--- src/rtl/key_pkg.sv ---
// Shared types and constants for the key scan debounce controller.
package key_pkg;

  // Debounce scheduler states
  typedef enum logic [1:0] {
    StIdle,
    StCount,
    StConfirm
  } key_state_e;

  // 20 ms and 1 s at 50 MHz
  localparam int unsigned DefDelay     = 1000000;
  localparam int unsigned DefLongDelay = 50000000;

  // Width of a key index; never narrower than one bit
  function automatic int unsigned key_idx_w(input int unsigned n);
    return (n > 1) ? $clog2(n) : 1;
  endfunction

endpackage

--- src/rtl/key_rr_pick.sv ---
// Combinational round-robin selector: grants the first requesting key
// strictly after the pointer, wrapping around.
module key_rr_pick
  import key_pkg::*;
#(
  parameter int unsigned NUM_KEYS = 4,
  parameter int unsigned IDX_W    = key_idx_w(NUM_KEYS)
) (
  input  logic [NUM_KEYS-1:0] req,
  input  logic [IDX_W-1:0]    ptr,
  output logic [IDX_W-1:0]    grant_idx,
  output logic                any_req
);

  logic             found;
  int               j;
  logic [IDX_W-1:0] jj;

  // Scan the request vector starting one past the pointer
  always_comb begin
    any_req   = |req;
    grant_idx = '0;
    found     = 1'b0;
    j         = 0;
    jj        = '0;
    for (int i = 1; i <= int'(NUM_KEYS); i++) begin
      j = int'(ptr) + i;
      if (j >= int'(NUM_KEYS)) begin
        j = j - int'(NUM_KEYS);
      end
      jj = IDX_W'(j);
      if (!found && req[jj]) begin
        grant_idx = jj;
        found     = 1'b1;
      end
    end
  end

endmodule

--- src/rtl/key_scan_ctrl.sv ---
// Shared-counter debounce controller for a bank of active-low push-buttons.
// One debounce counter is time-shared among all keys via a round-robin grant.
// Optional long-press detection is enabled by defining KEY_LONG_PRESS_EN.
module key_scan_ctrl
  import key_pkg::*;
#(
  parameter int unsigned NUM_KEYS   = 4,
  parameter int unsigned DELAY      = DefDelay,
  parameter int unsigned CNT_W      = 20,
  parameter int unsigned LONG_DELAY = DefLongDelay
) (
  input  logic                         clk,
  input  logic                         rst,
  input  logic [NUM_KEYS-1:0]          key,
  output logic [NUM_KEYS-1:0]          key_level,
  output logic [NUM_KEYS-1:0]          press_pulse,
  output logic [NUM_KEYS-1:0]          release_pulse,
  output logic                         key_valid,
  output logic [key_idx_w(NUM_KEYS)-1:0] key_code,
  output logic                         busy,
  output logic [NUM_KEYS-1:0]          long_pulse
);

  localparam int unsigned IDX_W = key_idx_w(NUM_KEYS);

  key_state_e state_q, state_d;

  logic [NUM_KEYS-1:0] sync1_q, sync2_q;
  logic [NUM_KEYS-1:0] level_q, level_d;
  logic [NUM_KEYS-1:0] press_q, press_d;
  logic [NUM_KEYS-1:0] release_q, release_d;
  logic                valid_q, valid_d;
  logic [IDX_W-1:0]    code_q, code_d;
  logic [CNT_W-1:0]    cnt_q, cnt_d;
  logic [IDX_W-1:0]    ptr_q, ptr_d;
  logic [IDX_W-1:0]    idx_q, idx_d;
  logic                cand_q, cand_d;

  logic [NUM_KEYS-1:0] change;
  logic [IDX_W-1:0]    pick_idx;
  logic                any_req;

  // Two-flop synchronizer on the raw pins; idle (released) level is 1
  always_ff @(posedge clk) begin
    if (rst) begin
      sync1_q <= '1;
      sync2_q <= '1;
    end else begin
      sync1_q <= key;
      sync2_q <= sync1_q;
    end
  end

  // A key requests the counter while its synchronized and debounced levels differ
  assign change = sync2_q ^ level_q;

  key_rr_pick #(
    .NUM_KEYS (NUM_KEYS),
    .IDX_W    (IDX_W)
  ) u_rr_pick (
    .req       (change),
    .ptr       (ptr_q),
    .grant_idx (pick_idx),
    .any_req   (any_req)
  );

  // Scheduler state and datapath registers
  always_ff @(posedge clk) begin
    if (rst) begin
      state_q   <= StIdle;
      level_q   <= '1;
      press_q   <= '0;
      release_q <= '0;
      valid_q   <= 1'b0;
      code_q    <= '0;
      cnt_q     <= '0;
      ptr_q     <= IDX_W'(NUM_KEYS - 1);
      idx_q     <= '0;
      cand_q    <= 1'b1;
    end else begin
      state_q   <= state_d;
      level_q   <= level_d;
      press_q   <= press_d;
      release_q <= release_d;
      valid_q   <= valid_d;
      code_q    <= code_d;
      cnt_q     <= cnt_d;
      ptr_q     <= ptr_d;
      idx_q     <= idx_d;
      cand_q    <= cand_d;
    end
  end

  // Grant, count the stability window, then commit the new level and pulse
  always_comb begin
    state_d   = state_q;
    level_d   = level_q;
    press_d   = '0;
    release_d = '0;
    valid_d   = 1'b0;
    code_d    = code_q;
    cnt_d     = cnt_q;
    ptr_d     = ptr_q;
    idx_d     = idx_q;
    cand_d    = cand_q;
    unique case (state_q)
      StIdle: begin
        if (any_req) begin
          idx_d   = pick_idx;
          cand_d  = sync2_q[pick_idx];
          cnt_d   = CNT_W'(DELAY - 1);
          state_d = StCount;
        end
      end
      StCount: begin
        // Granted key bounced back: drop it, rotate past it, restart later
        if (sync2_q[idx_q] == level_q[idx_q]) begin
          ptr_d   = idx_q;
          state_d = StIdle;
        end else if (cnt_q == '0) begin
          state_d = StConfirm;
        end else begin
          cnt_d = cnt_q - 1'b1;
        end
      end
      StConfirm: begin
        level_d[idx_q] = cand_q;
        ptr_d          = idx_q;
        if (!cand_q) begin
          press_d[idx_q] = 1'b1;
        end else begin
          release_d[idx_q] = 1'b1;
        end
        valid_d = 1'b1;
        code_d  = idx_q;
        state_d = StIdle;
      end
      default: state_d = StIdle;
    endcase
  end

  assign key_level     = level_q;
  assign press_pulse   = press_q;
  assign release_pulse = release_q;
  assign key_valid     = valid_q;
  assign key_code      = code_q;
  assign busy          = (state_q != StIdle);

`ifdef KEY_LONG_PRESS_EN
  localparam int unsigned LONG_W = $clog2(LONG_DELAY);

  logic [LONG_W-1:0]   long_cnt_q, long_cnt_d;
  logic [IDX_W-1:0]    long_key_q, long_key_d;
  logic                long_armed_q, long_armed_d;
  logic [NUM_KEYS-1:0] long_q, long_d;
  logic                press_evt;

  assign press_evt = (state_q == StConfirm) && !cand_q;

  // Long-press tracker registers
  always_ff @(posedge clk) begin
    if (rst) begin
      long_cnt_q   <= '0;
      long_key_q   <= '0;
      long_armed_q <= 1'b0;
      long_q       <= '0;
    end else begin
      long_cnt_q   <= long_cnt_d;
      long_key_q   <= long_key_d;
      long_armed_q <= long_armed_d;
      long_q       <= long_d;
    end
  end

  // Follow only the newest press; a release of that key disarms it
  always_comb begin
    long_cnt_d   = long_cnt_q;
    long_key_d   = long_key_q;
    long_armed_d = long_armed_q;
    long_d       = '0;
    if (press_evt) begin
      long_armed_d = 1'b1;
      long_key_d   = idx_q;
      long_cnt_d   = LONG_W'(LONG_DELAY - 1);
    end else if (long_armed_q) begin
      if (level_q[long_key_q]) begin
        long_armed_d = 1'b0;
      end else if (long_cnt_q == '0) begin
        long_d[long_key_q] = 1'b1;
        long_armed_d       = 1'b0;
      end else begin
        long_cnt_d = long_cnt_q - 1'b1;
      end
    end
  end

  assign long_pulse = long_q;
`else
  assign long_pulse = '0;
`endif

endmodule

--- config.mk ---
export PLATFORM = sky130hd
export DESIGN_NAME = key_scan_ctrl
export DESIGN_NICKNAME = d
export VERILOG_FILES = /design/src/rtl/key_pkg.sv /design/src/rtl/key_rr_pick.sv /design/src/rtl/key_scan_ctrl.sv
export SDC_FILE = /design/constraint.sdc
export NUM_CORES = 1
export LEC_CHECK = 0
export CAP_MARGIN = 5
export CELL_PAD_IN_SITES_DETAIL_PLACEMENT = 1
export CELL_PAD_IN_SITES_GLOBAL_PLACEMENT = 1
export CORE_ASPECT_RATIO = 0.6
export CORE_UTILIZATION = 30
export DETAILED_ROUTE_END_ITERATION = 12
export GPL_TIMING_DRIVEN = 1
export PLACE_DENSITY = 0.61
export SYNTH_ARGS = -nofsm -noshare
export SYNTH_HDL_FRONTEND = slang
export SYNTH_SLANG_ARGS = --single-unit
--- constraint.sdc ---
create_clock -name clk -period 3.2 [get_ports clk]
set_clock_uncertainty 0.1 [all_clocks]
set_input_delay 0.48 -clock clk [delete_from_list [all_inputs] [get_ports clk]]
set_output_delay 0.48 -clock clk [all_outputs]
set_load 0.005 [all_outputs]
Word level (Yosys, flattened, before mapping). Index checks and enable logic that the tools add are counted.

$add $sub $neg: 9. Order comparisons: 11. Equal/unequal tests: 8. Muxes and demuxes: 39. Bitwise operators: 3. Reduce and logical (&&, ||, !) cells: 19.

Operator list (number): two-way mux 20 bit (3); case mux 20 bit (2 select lines) (1); two-way mux 2 bit (12); zero test 20 bit (1); subtractor 20 x 1 -> 20 bit (second input constant) (1); < comparator 2 x 3 -> 1 bit (second input constant) (6); binary-select mux 1 bit (select 2 bit) (7); two-way mux 1 bit (12); >= comparator 3 bit (second input constant) (3); != test 2 bit (second input constant) (4); case mux 2 bit (2 select lines) (2); subtractor 2 x 1 -> 2 bit (second input constant) (4); adder 2 x 2 -> 3 bit (second input constant) (2); AND reduction 2 bit (3); nonzero test 2 bit (3); OR reduction 3 bit (2); adder 2 x 3 -> 4 bit (second input constant) (1); bitwise mux 4 bit (1); >= comparator 4 x 3 -> 1 bit (second input constant) (1); logical AND 1 bit (4); AND reduction 4 bit (1); OR reduction 4 bit (1); XOR 4 bit (1); adder 2 x 1 -> 3 bit (second input constant) (1); other kinds (9) (12).

Bits in registers: 50. Input port bits: 6. Logic and storage cells: 101.

Depth between registers and ports, before layout.
Depth in word-level cells: 17. Depth in mapped cells: 8.

Modules after synthesis. Synthesis repeated with hierarchy kept, for this count alone.

Cell total of the unflattened synthesis: 257. Area, all modules: 2257.2 um2.

By module, submodules not included: key_scan_ctrl (times used 1, cells an instance 243, area an instance 2175.8 um2); key_rr_pick (times used 1, cells an instance 14, area an instance 81.3 um2).

Worst setup path before layout. Ideal clock, no wire load.

Path kind: register to register. Start: reg idx_q[1]. End: reg cnt_q[16]. Library setup time: 0.132 ns. Arrival: 2.093 ns. Required time: 2.968 ns. Slack: 0.875 ns. Stages on the path, launching flop included: 8. Clock period less this slack: 2.325 ns. Cells stage by stage: dfxtp_1 > clkbuf_1 > mux4_2 > nor2_1 > clkbuf_1 > nor3_1 > xnor2_1 > a21oi_1.

Longest elaborated chain between the ends: 5.

RTL lines: from (decl) (RTL line key_scan_ctrl.sv:36) `logic [IDX_W-1:0] idx_q, idx_d;`; from (signal assigned) (RTL line key_scan_ctrl.sv:89) `idx_q <= idx_d;`; binary-select mux 1 bit (select 2 bit) (RTL line key_scan_ctrl.sv:117) `if (sync2_q[idx_q] == level_q[idx_q]) begin`; two-way mux 1 bit (implied by the code) (RTL line key_scan_ctrl.sv:117); == test 1 bit (*) (RTL line key_scan_ctrl.sv:117); != test 2 bit (no source line) (*); AND reduction 4 bit (no source line) (*); to (signal assigned) (RTL line key_scan_ctrl.sv:87) `cnt_q <= cnt_d;`; to (decl) (RTL line key_scan_ctrl.sv:34) `logic [CNT_W-1:0] cnt_q, cnt_d;`.

Every way passes the cells marked *; elsewhere a longest branch is shown, timed or not. The select of a mux whose other input is x is not followed. A chain may end at the register's enable or synchronous reset.

Final worst setup path.
Start: reg cnt_q[2]. End: reg cnt_q[11].

Longest elaborated chain between the ends: 4.

RTL lines: subtractor 20 x 1 -> 20 bit (RTL line key_scan_ctrl.sv:123) `cnt_d = cnt_q - 1'b1;`; two-way mux 20 bit (RTL line key_scan_ctrl.sv:120) `end else if (cnt_q == '0) begin`; two-way mux 20 bit (RTL line key_scan_ctrl.sv:117); case mux 20 bit (2 select lines) (RTL line key_scan_ctrl.sv:106) `unique case (state_q)`.

Parallel ways exist; a longest one is shown, timed or not. The select of a mux whose other input is x is not followed.

==> flow_metrics.tcl <==
set metrics [dict create \
    tritoncts "built" \
    grt.overflow.total 0 \
    worst_ep_arrival_time_ns 2.77 \
    post_cts_resized 0 \
    dieHeight_um 69.7 \
    crit_start "cnt_q[2]$_SDFFE_PP0P_" \
    viasPerCell 4.95 \
    first_pass_iters 4 \
    clk_latency_ns 0.29 \
    grt_pass1_vias 1734 \
    hold_violations 0 \
    final_core_util 0.375 \
    maxSlewViolCount 0 \
    hold_start "sync1_q[3]$_SDFF_PP1_" \
    placed_cells 361 \
    htree_levels 2 \
    cp_max_fo 16 \
    rrSetupSlack_ns 0.57 \
    post-dp-hpwl_um 3960 \
    required_ns 3.33 \
    portBuffers 21 \
    yosys.area_share.simple 0.232 \
    synthMuxAreaShare 0.0322 \
    status "finished clean" \
    synthAdderAreaFrac 0.0109 \
    startpoint_type "flop" \
    synth-compound-area-share 0.152 \
    ant_nets 0 \
    crit_family "simple AND/OR/NAND/NOR gates" \
    endpoint_kind "flop" \
    tns_ns 0 \
    power.leakage_uw 0.000954 \
    synthTopCellsByArea "dfxtp_1, xnor2_1, nor2_1" \
    grt_usage 0.147 \
    cts.clk_slew.worst_paths_ns 0.07 \
    min_to "sync2_q[3]$_SDFF_PP1_" \
    finalCritPeriodShare 0.823 \
    r2r_start "cnt_q[2]$_SDFFE_PP0P_" \
    layout_common_cells "dfxtp_1, nor2_1, clkdlybuf4s50_1, xnor2_1, a21oi_1" \
    ctsRootBufferMaster "clkbuf_16" \
    drc 0 \
    hp-class "reg2reg" \
    clock_sink_count 50 \
    critical_path_buf_inv_count 0 \
    final_common_cell "dfxtp_1" \
    fin_crit_ns 2.63 \
    stdcell_area_mm2 0.00275 \
    grt_setup_unrepaired "no" \
    drive_gt1_frac 0.128 \
    cts_made_buffers 5 \
    vias 1828 \
    syn_area_per_cell_um2 9.37 \
    clockBufferDepth 2 \
    syn_to_final_growth_pct 19.7 \
    yosys_warnings 0 \
    wirelength_um 5650 \
    gp_congestion 0.811 \
    diodes 0 \
    antenna_found_initial 0 \
    grt_start_max_net_pins 28 \
    cts_setup_buffers 0 \
    crit_path_cell_trace "or4_1 -> nor4_4 -> a31o_4 -> a21oi_2 -> a311oi_1 -> a41o_1" \
    nNetsFinal 272 \
    ys_ff_latch 50 \
    final-setup-viol-count 0 \
    powerDensity_mw_per_mm2 599 \
    synth_top_family_by_area "simple AND/OR/NAND/NOR gates" \
    synth.distinct_cells 48 \
    ir_worst_vdd_mv 0.233 \
    placed_area_mm2 0.00260 \
    drv_cap 0 \
    ys_seq_area_frac 0.436 \
    fin_cells 369 \
    num_rows 24 \
    whs_path_depth 1 \
    worst_slew_pin_slew_ns 0.622 \
    synthXorXnorAreaFrac 0.0878 \
    r2r-end "cnt_q[11]$_SDFFE_PP0P_" \
    ctsHoldBuffers 0 \
    crit_slowest_cell "or4_1" \
    wire_per_inst_um 15.3 \
    fmax_mhz 380 \
    io_pins 26 \
    slowest_delay_ns 0.71 \
    async_flop_share 0 \
    drt_iter0_drc 103 \
    grt_pass1_wl_um 9050 \
    syn_area_mm2 0.00229 \
    yosys_most_used_dff "dfxtp_1" \
    die_w_um 115 \
    die_area_mm2 0.00801 \
    synth_edf_count 0 \
    slew_headroom 0.575 \
    critPathKind "reg2reg" \
    initial_utilization 0.313 \
    synth_top_area_share 0.436 \
    syn_inst 245 \
    core-area_mm2 0.00733 \
    yosysTopAreaCell "dfxtp_1" \
    reg2reg_depth 6 \
]
==> cell families after synthesis <==
logic type / after synthesis
other: 1
adder cells (fa/ha/maj): 2
multiplexers: 6
AO/OA/AOI/OAI: 46
buffers and inverters: 24
XOR/XNOR: 23
AND/OR/NAND/NOR: 93
flip-flops: 50
==> worst max-delay path by stage <==
stage	to	slack [ns]	depth (start not counted)
after detailed placement	cnt_q[11]$_SDFFE_PP0P_	0.60	6
after CTS	cnt_q[11]$_SDFFE_PP0P_	0.57	6
final	cnt_q[11]$_SDFFE_PP0P_	0.57	6
after global placement	cnt_q[11]$_SDFFE_PP0P_	0.66	6
after global routing	cnt_q[13]$_SDFFE_PP0P_	0.42	6
after floorplan	cnt_q[16]$_SDFFE_PP0P_	0.87	7
==> metal layers <==
metal	GRT usage	part of all wire	up-vias
met5	0	0	-
met1	0.236	0.56	905
met2	0.191	0.40	26
met3	0.0288	0.029	6
met4	0.0433	0.011	0
li1	-	-	891
==> cells in the mapped netlist, types with 3 or more instances <==
| cell | n |
|---|---|
| nand2b_1 | 6 |
| xor2_1 | 4 |
| or2_2 | 10 |
| nor2b_1 | 7 |
| a211oi_1 | 8 |
| nand2_1 | 9 |
| a21oi_1 | 15 |
| buf_4 | 5 |
| nor3_1 | 8 |
| inv_1 | 7 |
| a211o_1 | 5 |
| dfxtp_1 | 50 |
| nand3_1 | 3 |
| xnor2_1 | 19 |
| mux2i_1 | 4 |
| a2111oi_0 | 4 |
| clkbuf_1 | 9 |
| or4_1 | 5 |
| or3_1 | 5 |
| nor2_1 | 28 |
==> sequential cells by signal, summed over array words and instances, names as in the netlist <==
signal and count:
key_code 2, sync1_q 4, press_pulse 4, key_level 4, release_pulse 4, cnt_q 20, sync2_q 4, idx_q 2
cand_q 1, key_valid 1, ptr_q 2, state_q 2
==> per-stage QoR <==
step / hold WS, ns / total power, uW / worst slack (ns)
CTS: 0.314 / 1660 / 0.574
detailed placement: 0.298 / 1110 / 0.596
finish: 0.310 / 1650 / 0.567
global route: 0.326 / 1740 / 0.420
global placement: 0.293 / 1100 / 0.663
floorplan: 0.289 / 1020 / 0.875
==> report_power, final <==
part           switching (uW)  internal [uW]  leakage [uW]
Sequential               55.4            673      0.000410
Combinational             223            153      0.000470
Clock                     230            311     0.0000739
==> area by class of cell <==
type | count | area (um^2)
clock buffers | 7 | 143
clock inverters | 1 | 5.00
fillers | 849 | 4580
inverters | 7 | 26.3
multi-input cells | 174 | 1190
flip-flops and latches | 50 | 1000
well taps | 104 | 130
repair buffers | 26 | 248
Power figures use the tool's default switching activity.
